$ cat src/rtl/sprite_scanline_renderer_pkg.sv
// Shared definitions for the sprite scanline renderer: default geometry,
// FSM state encoding and the 9-bit sprite row helper.
package sprite_scanline_renderer_pkg;

  localparam int H_DISPLAY_DEF = 256;
  localparam int SPRITE_W_DEF  = 8;
  localparam int SPRITE_H_DEF  = 16;
  localparam int ROM_AW_DEF    = 4;

  typedef enum logic [2:0] {
    ST_IDLE  = 3'd0,
    ST_FETCH = 3'd1,
    ST_LOAD  = 3'd2,
    ST_ARMED = 3'd3,
    ST_DRAW  = 3'd4
  } state_e;

  // Row of the sprite that lands on the next scanline. Wraps modulo 512, so a
  // sprite whose top is below the next line gives a large, non-matching row.
  function automatic logic [8:0] sprite_row(input logic [8:0] vpos,
                                            input logic [8:0] sprite_y);
    return vpos + 9'd1 - sprite_y;
  endfunction

endpackage

$ cat src/rtl/sprite_scanline_renderer_if.sv
// Beam, sprite-position, ROM and pixel signals of the sprite scanline renderer.
// Optional build macro SPRITE_HMIRROR_EN adds the hmirror input.
interface sprite_scanline_renderer_if
  import sprite_scanline_renderer_pkg::*;
#(
  parameter int SPRITE_W = SPRITE_W_DEF,
  parameter int ROM_AW   = ROM_AW_DEF
);

  logic [8:0]          hpos;
  logic [8:0]          vpos;
  logic                display_on;
  logic                vsync;
  logic [8:0]          sprite_x;
  logic [8:0]          sprite_y;
`ifdef SPRITE_HMIRROR_EN
  logic                hmirror;
`endif
  logic [ROM_AW-1:0]   rom_addr;
  logic [SPRITE_W-1:0] rom_bits;
  logic                gfx;
  logic                busy;

  // Beam generator, sprite control and ROM side.
  modport master (
`ifdef SPRITE_HMIRROR_EN
    output hmirror,
`endif
    output hpos, vpos, display_on, vsync, sprite_x, sprite_y, rom_bits,
    input  rom_addr, gfx, busy
  );

  // Renderer side.
  modport slave (
`ifdef SPRITE_HMIRROR_EN
    input  hmirror,
`endif
    input  hpos, vpos, display_on, vsync, sprite_x, sprite_y, rom_bits,
    output rom_addr, gfx, busy
  );

endinterface

$ cat src/rtl/sprite_scanline_renderer_row_shifter.sv
// Holds one fetched sprite row and serialises it. A start emits the first
// bit and arms the bit counter; each shift emits the next bit. done_o marks
// the shift that consumes the last bit. dir_i (sampled on dir_we_i) selects
// LSB-first output for a horizontally mirrored row.
module sprite_scanline_renderer_row_shifter #(
  parameter int W = 8
) (
  input  logic         clk,
  input  logic         reset,
  input  logic         load_i,
  input  logic [W-1:0] data_i,
  input  logic         start_i,
  input  logic         shift_i,
  input  logic         dir_we_i,
  input  logic         dir_i,
  output logic         bit_o,
  output logic         done_o
);

  localparam int CW = (W > 1) ? $clog2(W) : 1;

  logic [W-1:0]  shift_q, shift_d;
  logic [CW-1:0] cnt_q, cnt_d;
  logic          dir_q, dir_d;

  // Next row contents, remaining-bit count and output direction.
  always_comb begin
    shift_d = shift_q;
    cnt_d   = cnt_q;
    dir_d   = dir_we_i ? dir_i : dir_q;
    if (load_i) begin
      shift_d = data_i;
    end else if (start_i || shift_i) begin
      shift_d = dir_q ? (shift_q >> 1) : (shift_q << 1);
      cnt_d   = start_i ? CW'(W - 1) : cnt_q - CW'(1);
    end
  end

  // Row, counter and direction registers.
  always_ff @(posedge clk or negedge reset) begin
    if (!reset) begin
      shift_q <= '0;
      cnt_q   <= '0;
      dir_q   <= 1'b0;
    end else begin
      shift_q <= shift_d;
      cnt_q   <= cnt_d;
      dir_q   <= dir_d;
    end
  end

  assign bit_o  = dir_q ? shift_q[0] : shift_q[W-1];
  assign done_o = (cnt_q <= CW'(1));

endmodule

$ cat src/rtl/sprite_scanline_renderer.sv
// Single monochrome hardware sprite renderer. At the start of horizontal
// blanking it decides whether the next scanline crosses the sprite, fetches
// that bitmap row from a registered ROM, then shifts it out as gfx when the
// beam reaches the sprite's left edge. gfx lags the beam by one pixel.
// Optional build macro SPRITE_HMIRROR_EN enables horizontal mirroring.
module sprite_scanline_renderer
  import sprite_scanline_renderer_pkg::*;
#(
  parameter int H_DISPLAY = H_DISPLAY_DEF,
  parameter int SPRITE_W  = SPRITE_W_DEF,
  parameter int SPRITE_H  = SPRITE_H_DEF,
  parameter int ROM_AW    = ROM_AW_DEF
) (
  input logic                      clk,
  input logic                      reset,
  sprite_scanline_renderer_if.slave bus
);

  localparam logic [8:0] H_END    = 9'(H_DISPLAY);
  localparam logic [8:0] SPRITE_H9 = 9'(SPRITE_H);

  state_e            state_q, state_d;
  logic [ROM_AW-1:0] rom_addr_q, rom_addr_d;
  logic [8:0]        x_q, x_d;
  logic              gfx_q, gfx_d;
  logic              busy_q, busy_d;

  logic              sh_load, sh_start, sh_shift, sh_sample;
  logic              sh_bit, sh_done;
  logic              sh_dir;

  logic              hblank;
  logic [8:0]        row;
  logic              row_hit;
  logic              x_match;

  assign hblank  = (bus.hpos == H_END);
  assign row     = sprite_row(bus.vpos, bus.sprite_y);
  assign row_hit = (row < SPRITE_H9);
  assign x_match = (bus.hpos == x_q) && bus.display_on;

`ifdef SPRITE_HMIRROR_EN
  assign sh_dir = bus.hmirror;
`else
  assign sh_dir = 1'b0;
`endif

  sprite_scanline_renderer_row_shifter #(
    .W (SPRITE_W)
  ) u_row_shifter (
    .clk      (clk),
    .reset    (reset),
    .load_i   (sh_load),
    .data_i   (bus.rom_bits),
    .start_i  (sh_start),
    .shift_i  (sh_shift),
    .dir_we_i (sh_sample),
    .dir_i    (sh_dir),
    .bit_o    (sh_bit),
    .done_o   (sh_done)
  );

  // State, ROM address, latched x, gfx and busy registers.
  always_ff @(posedge clk or negedge reset) begin
    if (!reset) begin
      state_q    <= ST_IDLE;
      rom_addr_q <= '0;
      x_q        <= '0;
      gfx_q      <= 1'b0;
      busy_q     <= 1'b0;
    end else begin
      state_q    <= state_d;
      rom_addr_q <= rom_addr_d;
      x_q        <= x_d;
      gfx_q      <= gfx_d;
      busy_q     <= busy_d;
    end
  end

  // Next state. vsync abandons whatever is in flight; an ARMED sprite that
  // never matched (off-screen x or blank line) is re-evaluated at hblank.
  always_comb begin
    state_d = state_q;
    if (bus.vsync) begin
      state_d = ST_IDLE;
    end else begin
      case (state_q)
        ST_IDLE:  if (hblank && row_hit) state_d = ST_FETCH;
        ST_FETCH: state_d = ST_LOAD;
        ST_LOAD:  state_d = ST_ARMED;
        ST_ARMED: begin
          if (hblank)       state_d = row_hit ? ST_FETCH : ST_IDLE;
          else if (x_match) state_d = ST_DRAW;
        end
        ST_DRAW:  if (sh_done) state_d = ST_IDLE;
        default:  state_d = ST_IDLE;
      endcase
    end
  end

  // Outputs and datapath controls: hblank sampling, row load and bit emission.
  always_comb begin
    rom_addr_d = rom_addr_q;
    x_d        = x_q;
    gfx_d      = 1'b0;
    sh_load    = 1'b0;
    sh_start   = 1'b0;
    sh_shift   = 1'b0;
    sh_sample  = 1'b0;
    busy_d     = (state_d != ST_IDLE);
    if (!bus.vsync) begin
      case (state_q)
        ST_IDLE: begin
          if (hblank && row_hit) begin
            rom_addr_d = row[ROM_AW-1:0];
            x_d        = bus.sprite_x;
            sh_sample  = 1'b1;
          end
        end
        ST_LOAD: sh_load = 1'b1;
        ST_ARMED: begin
          if (hblank) begin
            if (row_hit) begin
              rom_addr_d = row[ROM_AW-1:0];
              x_d        = bus.sprite_x;
              sh_sample  = 1'b1;
            end
          end else if (x_match) begin
            sh_start = 1'b1;
            gfx_d    = sh_bit & bus.display_on;
          end
        end
        ST_DRAW: begin
          sh_shift = 1'b1;
          gfx_d    = sh_bit & bus.display_on;
        end
        default: ;
      endcase
    end
  end

  assign bus.rom_addr = rom_addr_q;
  assign bus.gfx      = gfx_q;
  assign bus.busy     = busy_q;

endmodule
$ cat src/flat_wrapper.sv
// flat-port wrapper written by rule: the top's interface ports become plain ports
module sprite_scanline_renderer_flat import sprite_scanline_renderer_pkg::*;
#(
  parameter int H_DISPLAY = H_DISPLAY_DEF,
  parameter int SPRITE_W  = SPRITE_W_DEF,
  parameter int SPRITE_H  = SPRITE_H_DEF,
  parameter int ROM_AW    = ROM_AW_DEF
)
  (clk, reset, bus_hpos, bus_vpos, bus_display_on, bus_vsync, bus_sprite_x, bus_sprite_y, bus_rom_bits, bus_rom_addr, bus_gfx, bus_busy);
  sprite_scanline_renderer_if #(.SPRITE_W(SPRITE_W), .ROM_AW(ROM_AW)) bus_i ();
  input logic clk;
  input logic reset;
  input wire logic [$bits(bus_i.hpos)-1:0] bus_hpos;
  input wire logic [$bits(bus_i.vpos)-1:0] bus_vpos;
  input wire logic [$bits(bus_i.display_on)-1:0] bus_display_on;
  input wire logic [$bits(bus_i.vsync)-1:0] bus_vsync;
  input wire logic [$bits(bus_i.sprite_x)-1:0] bus_sprite_x;
  input wire logic [$bits(bus_i.sprite_y)-1:0] bus_sprite_y;
  input wire logic [$bits(bus_i.rom_bits)-1:0] bus_rom_bits;
  output wire logic [$bits(bus_i.rom_addr)-1:0] bus_rom_addr;
  output wire logic [$bits(bus_i.gfx)-1:0] bus_gfx;
  output wire logic [$bits(bus_i.busy)-1:0] bus_busy;
  assign bus_i.hpos = bus_hpos;
  assign bus_i.vpos = bus_vpos;
  assign bus_i.display_on = bus_display_on;
  assign bus_i.vsync = bus_vsync;
  assign bus_i.sprite_x = bus_sprite_x;
  assign bus_i.sprite_y = bus_sprite_y;
  assign bus_i.rom_bits = bus_rom_bits;
  assign bus_rom_addr = bus_i.rom_addr;
  assign bus_gfx = bus_i.gfx;
  assign bus_busy = bus_i.busy;
  sprite_scanline_renderer #(.H_DISPLAY(H_DISPLAY), .SPRITE_W(SPRITE_W), .SPRITE_H(SPRITE_H), .ROM_AW(ROM_AW)) u_core (.clk(clk), .reset(reset), .bus(bus_i));
endmodule
$ cat config.mk
export PLATFORM = sky130hd
export DESIGN_NAME = sprite_scanline_renderer_flat
export DESIGN_NICKNAME = d
export VERILOG_FILES = /design/src/rtl/sprite_scanline_renderer_pkg.sv /design/src/rtl/sprite_scanline_renderer_if.sv /design/src/rtl/sprite_scanline_renderer_row_shifter.sv /design/src/rtl/sprite_scanline_renderer.sv /design/src/flat_wrapper.sv
export SDC_FILE = /design/constraint.sdc
export NUM_CORES = 1
export LEC_CHECK = 0
export BUFFER_PORTS_ARGS = -buffer_cell sky130_fd_sc_hd__buf_2
export CAP_MARGIN = 30
export CORE_ASPECT_RATIO = 1.2
export CORE_MARGIN = 1.5
export CORE_UTILIZATION = 47
export CTS_CLUSTER_SIZE = 28
export DETAILED_ROUTE_END_ITERATION = 8
export HOLD_SLACK_MARGIN = 0.1
export PLACE_DENSITY = 0.81
export SYNTH_ARGS = -nofsm -noshare
export SYNTH_HDL_FRONTEND = slang
export SYNTH_SLANG_ARGS = --single-unit
$ cat constraint.sdc
create_clock -name clk -period 2.1 [get_ports clk]
set_clock_uncertainty 0.05 [all_clocks]
set_input_delay 0.63 -clock clk [delete_from_list [all_inputs] [get_ports clk]]
set_output_delay 0.63 -clock clk [all_outputs]
set_load 0.02 [all_outputs]
Word-level counts from Yosys, hierarchy flattened --
Cells that the tools add are included.
Storage, ports and cells: register bits 29, logic and storage cells 63
Operators by class: $add $sub $neg 3, $lt $le $gt $ge 2, equality and inequality tests 9, multiplexer cells 30, bitwise gates (word level) 3, reductions and logical operators 9
Operator list (count):
- $mux 9 | 3
- $mux 3 | 6
- $pmux 9 s2 | 1
- $mux 8 | 2
- $pmux 3 s5 | 1
- $mux 1 | 12
- $mux 4 | 3
- $add 9x1->9 const B | 1
- $eq 9x9->1 | 1
- $eq 9x9->1 const B | 1
- $lt 9x5->1 const B | 1
- $sub 9x9->9 | 1
- $pmux 4 s2 | 1
- $eq 3x2->1 const B | 2
- $ne 2x1->1 const B | 3
- $reduce_and 5->1 | 1
- $reduce_bool 2->1 | 2
- $eq 3x1->1 const B | 1
- $eq 3x3->1 const B | 1
- $le 3x1->1 const B | 1
- $logic_not 3->1 | 1
- $reduce_bool 3->1 | 1
- $sub 3x1->3 const B | 1
- $logic_and 1x1->1 | 2
- 5 further kinds | 6

Longest topological paths before layout --
Gate-level depths: netlist of the first run.
depth in word-level cells 9, mapped depth 12, depth with buffers taken out 11

Modules after synthesis --
From an unflattened synthesis of the first run, not the netlist that was laid out.
Second synthesis, totals: cells, all modules 210, area total of the unflattened synthesis 2050.7 um^2
Modules (own cells, without submodules):
- sprite_scanline_renderer | times used 1, cells an instance 132, area an instance 1345.0 um^2, sequential area each 450.4 um^2
- sprite_scanline_renderer_row_shifter | times used 1, cells an instance 78, area an instance 705.7 um^2, sequential area each 300.3 um^2

Worst setup path before layout of the first run --
Ideal clock, no wire load.
path kind input -> register, from input port bus_vpos[1], to register u_core.rom_addr_q[0], in the netlist u_core.bus.rom_addr[0], library setup time 125 ps, arrival time 2933 ps, required time 1925 ps, slack -1008 ps, stages 12, buffers on the path 1, path through inv_1 -> ha_1 -> inv_1 -> ha_1 -> fa_1 -> a21o_1 -> a21oi_1 -> xnor2_1 -> a221oi_1 -> nand3_1 -> buf_6 -> mux2_4
Between the ends: cells in the longest elaborated chain, start to end 6, elaborated cells between the ends (all ways) 7
RTL lines:
- start: declaration | line flat_wrapper.sv:14 | input wire logic [$bits(bus_i.vpos)-1:0] bus_vpos;
- $add 9x1->9 * | line sprite_scanline_renderer_pkg.sv:22 | return vpos + 9'd1 - sprite_y;
- $sub 9x9->9 * | line sprite_scanline_renderer_pkg.sv:22
- $lt 9x5->1 * | line sprite_scanline_renderer.sv:39 | assign row_hit = (row < SPRITE_H9);
- $logic_and 1x1->1 | line sprite_scanline_renderer.sv:114 | if (hblank && row_hit) begin
- $ne 2x1->1 (no source line)
- $reduce_and 5->1 (no source line) *
- end signal: assignment | line sprite_scanline_renderer.sv:73 | rom_addr_q <= rom_addr_d;
- end: declaration | line sprite_scanline_renderer.sv:23 | logic [ROM_AW-1:0] rom_addr_q, rom_addr_d;
Mark *: on every way between the ends. The rest lies on a longest branch, timed or not. A chain may end at the register's enable or synchronous reset.

Worst setup path after layout of the first run --
from input port bus_vpos[1], to register u_core.x_q[7]
Between the ends: cells in the longest elaborated chain, start to end 6, elaborated cells between the ends (all ways) 7
RTL lines:
- $add 9x1->9 * | line sprite_scanline_renderer_pkg.sv:22
- $sub 9x9->9 * | line sprite_scanline_renderer_pkg.sv:22
- $lt 9x5->1 * | line sprite_scanline_renderer.sv:39
- $logic_and 1x1->1 | line sprite_scanline_renderer.sv:114
- $ne 2x1->1 (no source line)
- $reduce_and 5->1 (no source line) *
- end signal: assignment | line sprite_scanline_renderer.sv:68 | x_q <= '0;
- end signal: assignment | line sprite_scanline_renderer.sv:74 | x_q <= x_d;
- end: declaration | line sprite_scanline_renderer.sv:24 | logic [8:0] x_q, x_d;
Marked as above.

==> run_results.csv, run 1 <==
group,metric,value,unit
worst_setup_path,crit_required,2220,ps
clock_tree,cts_tree,"done",
routing,dr.pass1.iters,4,
clock_tree,numCtsBuffers,5,
floorplanning,die_w,60.8,microns
yosys,syn_area,0.00188,sq mm
routing,vias_per_cell,5.09,
sta,period_share,1.29,
cells_and_area,antennaDiodeCount,0,
placement,hpwl,3360,microns
worst_setup_path,crit_chain,"buf_8 > inv_12 > ha_4 > inv_4 > ha_4 > fa_2 > a21o_1 > a21oi_2 > xnor2_1 > a221oi_2 > nand3_2 > buf_12 > mux2_4",
cells_and_area,fillers,290,
floorplanning,coreArea,0.00388,sq mm
sta,max-slew-margin-rel,0.578,
yosys,synth_edf_count,0,
clock_tree,cts.reportedPaths.clkPinSlew,70,ps
routing,post_drt_wl_per_cell,13.2,microns
cells_and_area,nets,346,
global_routing,grt_pass1_vias,1665,
run_status,violations,"negative setup slack",
global_routing,grt_max_degree,30,
clock_tree,clkSinkCount,29,
clock_tree,cts.path.max_buffers,2,
floorplanning,initial_core_util,0.486,
floorplanning,die_h,72.4,microns
sta,tightestPinTransition,633,ps
global_routing,grt_overflow,0,
sta,timing.fmax,369,MHz
sta,slew_viol_final,0,
sta,hold_violations,0,
clock_tree,clk_latency,290,ps
floorplanning,row_count,25,
sta,min_period,2710,ps
floorplanning,die-area,0.00440,sq mm
yosys,synthFlopType,"dfrtp_1",
yosys,syn_avg_cell_area,10.4,sq um
worst_setup_path,critical-path-top-delay-family,"adder cells",
worst_setup_path,cpMaxStageDelayCell,"fa_2",
worst_setup_path,crit_fanout,13,
yosys,postSynthCellCount,182,
cells_and_area,multi_input_area,0.00137,sq mm
worst_setup_path,crit_buf_inv,4,
cells_and_area,final_common_cell,"buf_2",
sta,rsz0062_at_grt,"yes",
routing,drcViolationCount,0,
yosys,synth_cell_types,41,
worst_setup_path,crit_type,"input pin to flop",
clock_tree,cts_root_buf,"clkbuf_8",
power_and_ir_drop,power.density,535,mW/mm^2
flow_run,drv_cap,0,
placement,place_congestion,0.854,
worst_setup_path,start_kind,"input pin",
routing,drtIter0Drc,61,
cells_and_area,drive_gt1_frac,0.544,
routing,drtAntennaViolNets,0,
cells_and_area,area_delta_synth_final,56.4,%
yosys,synthArstFlopShare,1.00,
yosys,ys_warn_count,0,
yosys,syn-num-nets,248,
global_routing,grt_pass1_wl,7040,microns
placement,place_inst,324,
sta,setup_viol,15,
yosys,seq_area_frac_synth,0.385,
worst_setup_path,cpMostUsedCell,"ha_4",
sta,setup_slack,-612,ps
cells_and_area,seqCellArea,726,sq um
worst_setup_path,arrival,2830,ps
power_and_ir_drop,ir_drop,0.000386,V
min_path,hold_class,"input pin to async pin",
yosys,ys_ff_latch,29,
global_routing,antenna_found_initial,0,
worst_setup_path,cpPeakStageDelay,390,ps
global_routing,grt.total_usage,0.212,
routing,vias,1705,
power_and_ir_drop,power,0.00158,W
run_status,status,"complete, but fails checks",
clock_tree,h-tree-depth,2,
worst_setup_path,cp-end-kind,"flop",
routing,finalWirelength,4410,microns
floorplanning,ios,54,
cells_and_area,fin_cells,335,
power_and_ir_drop,power.leakage,1.50,nW
cells_and_area,final_cell_mix,"51 x buf_2, 37 x buf_4, 29 x dfrtp_1, 14 x ha_4, 12 x xnor2_1",
placement,port_buffers,53,
## repair_timing
| item | in CTS | in global routing |
|---|---|---|
| hold buffers | 0 | 0 |
| setup buffers | 3 | 2 |
| pin swaps | 1 | 4 |
| endpoints found under the setup margin | 15 | 18 |
| gates resized for setup | 5 | 14 |
## area by class of cell
cell class	instances	share of cell area
Multi-Input combinational cell	137	0.466
Tap cell	54	0.0229
Inverter	14	0.0229
Sequential cell	29	0.246
Timing Repair Buffer	93	0.207
Clock buffer	7	0.0327
Clock inverter	1	0.00170
## power breakdown
group          internal, W  switching (W)  leakage [nW]
clock             0.000296       0.000215        0.0542
combinational     0.000244       0.000198          1.05
sequential        0.000601      0.0000242         0.391
## metal layers
metal,vias up,part of all wire,global-route usage
li1,839,-,-
met1,806,0.41,0.262
met2,52,0.51,0.345
met3,8,0.054,0.0695
met4,0,0.017,0.0700
met5,-,0,0
## worst paths after layout
check	cells past startpoint	endpoint	start	slack [ps]
setup / recovery	13	u_core.x_q[7]	bus_vpos[1]	-610
hold / removal	1	u_core.u_row_shifter.shift_q[0]	reset	310
setup reg to reg	7	u_core.x_q[7]	u_core.state_q[2]	-10
hold reg to reg	1	u_core.bus.rom_addr[3]	u_core.bus.rom_addr[3]	460
max in group asynchronous	1	u_core.bus.rom_addr[2]	reset	1270
min in group clk	1	u_core.bus.rom_addr[3]	u_core.bus.rom_addr[3]	460
## per-stage QoR
step / setup TNS, ps / worst slack (ps) / hold slack [ps] / cell area (sq um) / util
after global routing: -9450 / -679 / 346 / 2950 / 0.760
after detailed placement: -14950 / -969 / 442 / 2710 / 0.699
final: -8410 / -612 / 306 / 2950 / 0.760
after global placement: -14300 / -910 / 441 / 2710 / 0.699
after CTS: -8400 / -588 / 330 / 2860 / 0.736
after floorplan: -9390 / -721 / 284 / 2110 / -
## cell families (layout without fill, tap and decap cells)
group / count (synthesis) / after routing / share of synthesized area
DFF: 29 / 29 / 0.385
adders and majority gates: 18 / 18 / 0.124
and+or+nand+nor: 52 / 52 / 0.137
xor gates and xnor gates: 16 / 16 / 0.0744
buffers and inverters: 16 / 115 / 0.0359
muxes: 18 / 18 / 0.124
AOI/OAI and AO/OA: 33 / 33 / 0.120
## flip-flops by register name, indices dropped and copies added, names as in the netlist
| name | cells |
|---|---|
| u_core.bus.busy | 1 |
| u_core.u_row_shifter.shift_q | 8 |
| u_core.x_q | 9 |
| u_core.state_q | 3 |
| u_core.bus.gfx | 1 |
| u_core.bus.rom_addr | 4 |
| u_core.u_row_shifter.cnt_q | 3 |
## synth_stat cells, types with 3 or more instances
library cell,count,area share
mux2_2,3,0.018
and2_1,4,0.013
a21oi_1,11,0.029
inv_1,14,0.028
xor2_1,4,0.019
nor3_1,3,0.0080
o21ai_0,5,0.013
nand3_1,8,0.021
a221o_1,3,0.016
mux2i_1,5,0.027
xnor2_1,12,0.056
mux2_4,10,0.080
ha_1,17,0.11
dfrtp_1,29,0.39
nand2_1,14,0.028
nor2_1,9,0.018
Power figures use the tool's default switching activity.
==> run 2, diff against run 1 <==
--- a/config.mk
+++ b/config.mk
@@ -13,7 +13,7 @@
 export CTS_CLUSTER_SIZE = 28
 export DETAILED_ROUTE_END_ITERATION = 8
 export HOLD_SLACK_MARGIN = 0.1
-export PLACE_DENSITY = 0.81
+export PLACE_DENSITY = 0.83
 export SYNTH_ARGS = -nofsm -noshare
 export SYNTH_HDL_FRONTEND = slang
 export SYNTH_SLANG_ARGS = --single-unit
==> run 2 against run 1 <==
Effect of this change: the flow still finishes with violations (negative setup slack); register-to-register slack got worse by 170 ps; clock-buffer cell count unchanged; critical endpoint is now u_core.x_q[6]; critical path depth decreased by 1.
==> run_results.csv, run 2 (synthesized netlist as in run 1, its figures left out) <==
group,metric,value,unit
cells_and_area,drive_gt1_frac,0.549,
power_and_ir_drop,clockPowerShare,0.299,
cells_and_area,area_delta_synth_final,58.5,%
placement,port_buffers,53,
floorplanning,initial_core_util,0.486,
global_routing,grt.total_usage,0.225,
power_and_ir_drop,power.leakage,1.52,nW
sta,period_share,1.34,
power_and_ir_drop,swShare,0.285,
cells_and_area,final_cell_mix,"51 x buf_2, 41 x buf_4, 29 x dfrtp_1, 13 x ha_4, 12 x nand2_1",
placement,hpwl,3380,microns
worst_setup_path,crit_required,2220,ps
global_routing,grt_pass1_vias,1718,
sta,min_period,2810,ps
worst_setup_path,crit_fanout,6,
clock_tree,numCtsBuffers,5,
cells_and_area,largest_reg_flops,9,
global_routing,antenna_found_initial,0,
cells_and_area,largest_register,"u_core.x_q",
sta,setup_viol,15,
floorplanning,row_count,25,
clock_tree,cts.path.max_buffers,2,
sta,timing.fmax,356,MHz
sta,tightestPinTransition,636,ps
clock_tree,h-tree-depth,2,
clock_tree,ctsHoldBuffers,0,
clock_tree,clk_latency,290,ps
floorplanning,ios,54,
cells_and_area,finalInstanceArea,0.00299,sq mm
routing,post_drt_wl_per_cell,14.9,microns
routing,vias,1758,
routing,dr.pass1.iters,4,
clock_tree,cts.reportedPaths.clkPinSlew,60,ps
global_routing,grt_overflow,0,
sta,slew_viol_final,0,
power_and_ir_drop,power.density,524,mW/mm^2
placement,place_congestion,0.804,
cells_and_area,final_core_util,0.770,
floorplanning,die_w,60.8,microns
power_and_ir_drop,p_switching,0.000447,W
cells_and_area,nets,350,
worst_setup_path,cpMaxStageDelayCell,"a2111oi_2",
cells_and_area,final_common_cell,"buf_2",
routing,vias_per_cell,5.20,
floorplanning,die-area,0.00440,sq mm
clock_tree,cts_tree,"done",
routing,drtAntennaViolNets,0,
worst_setup_path,crit_type,"input pin to flop",
routing,finalWirelength,5030,microns
global_routing,grt_pass1_wl,7330,microns
worst_setup_path,crit_chain,"buf_2 > inv_1 > ha_4 > ha_4 > inv_1 > a21boi_1 > o311ai_4 > a2111oi_2 > buf_4 > nand3_4 > clkbuf_16 > mux2_4",
routing,drcViolationCount,0,
worst_setup_path,ff2ff_setup_slack,-180,ps
floorplanning,coreArea,0.00388,sq mm
worst_setup_path,start_kind,"input pin",
cells_and_area,antennaDiodeCount,0,
power_and_ir_drop,power.internal,0.00112,W
clock_tree,clkSinkCount,29,
min_path,hold_class,"input pin to async pin",
floorplanning,die_h,72.4,microns
global_routing,grt_max_degree,30,
worst_setup_path,cp-end-kind,"flop",
sta,hold_violations,0,
placement,placed_area,0.00271,sq mm
worst_setup_path,cpPeakStageDelay,350,ps
sta,setup_slack,-709,ps
flow_run,drv_cap,0,
sta,rsz0062_at_grt,"yes",
power_and_ir_drop,ir_drop,0.000373,V
power_and_ir_drop,pwr-share-seq,0.400,
run_status,violations,"negative setup slack",
run_status,status,"complete, but fails checks",
routing,drtIter0Drc,61,
sta,max-slew-margin-rel,0.576,
power_and_ir_drop,power_frac_comb,0.301,
worst_setup_path,arrival,2930,ps
clock_tree,cts_root_buf,"clkbuf_8",
## run 2: worst paths after layout
kind,from,endpoint,cells past startpoint
worst max register to register,u_core.state_q[2],u_core.x_q[6],8
worst max-delay path,bus_sprite_y[7],u_core.x_q[6],12
worst min-delay path,reset,u_core.u_row_shifter.shift_q[0],1
worst min register to register,u_core.u_row_shifter.shift_q[7],u_core.bus.gfx,1
max in group asynchronous,reset,u_core.bus.rom_addr[3],1
min in group clk,u_core.u_row_shifter.shift_q[7],u_core.bus.gfx,1
## run 2: power by group through the flow
stage | clock network, W | logic [W] | registers (W)
after floorplan | 0 | 0.000239 | 0.000626
after global routing | 0.000495 | 0.000513 | 0.000630
after global placement | 0 | 0.000391 | 0.000632
after detailed placement | 0 | 0.000404 | 0.000635
final | 0.000468 | 0.000472 | 0.000625
after CTS | 0.000475 | 0.000424 | 0.000625
## run 2: per-stage QoR
| step | TNS, ps | power, W | setup WS, ps | hold slack [ps] | instances |
|---|---|---|---|---|---|
| after CTS | -8590 | 0.00152 | -601 | 330 | 334 |
| after global placement | -14140 | 0.00102 | -910 | 434 | 324 |
| after global routing | -11150 | 0.00164 | -764 | 358 | 338 |
| after detailed placement | -14980 | 0.00104 | -974 | 441 | 324 |
| final | -10190 | 0.00157 | -709 | 306 | 338 |
| after floorplan | -9390 | 0.000866 | -721 | 284 | 182 |
## run 2: per-layer routing
layer  vias to the layer above  part of all wire  track usage
li1                        849                 -            -
met1                       834              0.38        0.265
met2                        59              0.54        0.378
met3                        16             0.049       0.0660
met4                         0             0.029       0.0870
met5                         -                 0            0
## run 2: cell type report
class	count	area, sq um
inverters	14	65.1
fillers	263	892
multi-input cells	137	1400
well taps	54	67.6
repair buffers	97	646
clock buffers	7	86.3
flip-flops and latches	29	726
## run 2: repair_timing
item | CTS | global route
endpoints found under the setup margin | 15 | 18
setup buffers | 3 | 3
gates cloned | 0 | 1
pin swaps | 1 | 9
resized for setup | 4 | 17
## run 2: worst max-delay path, delay by kind of cell
family | cells | cell delay [ps]
compound gates | 3 | 810
fa+ha+maj | 2 | 480
mux | 1 | 290
simple gates | 1 | 90
buf+inv | 5 | 620
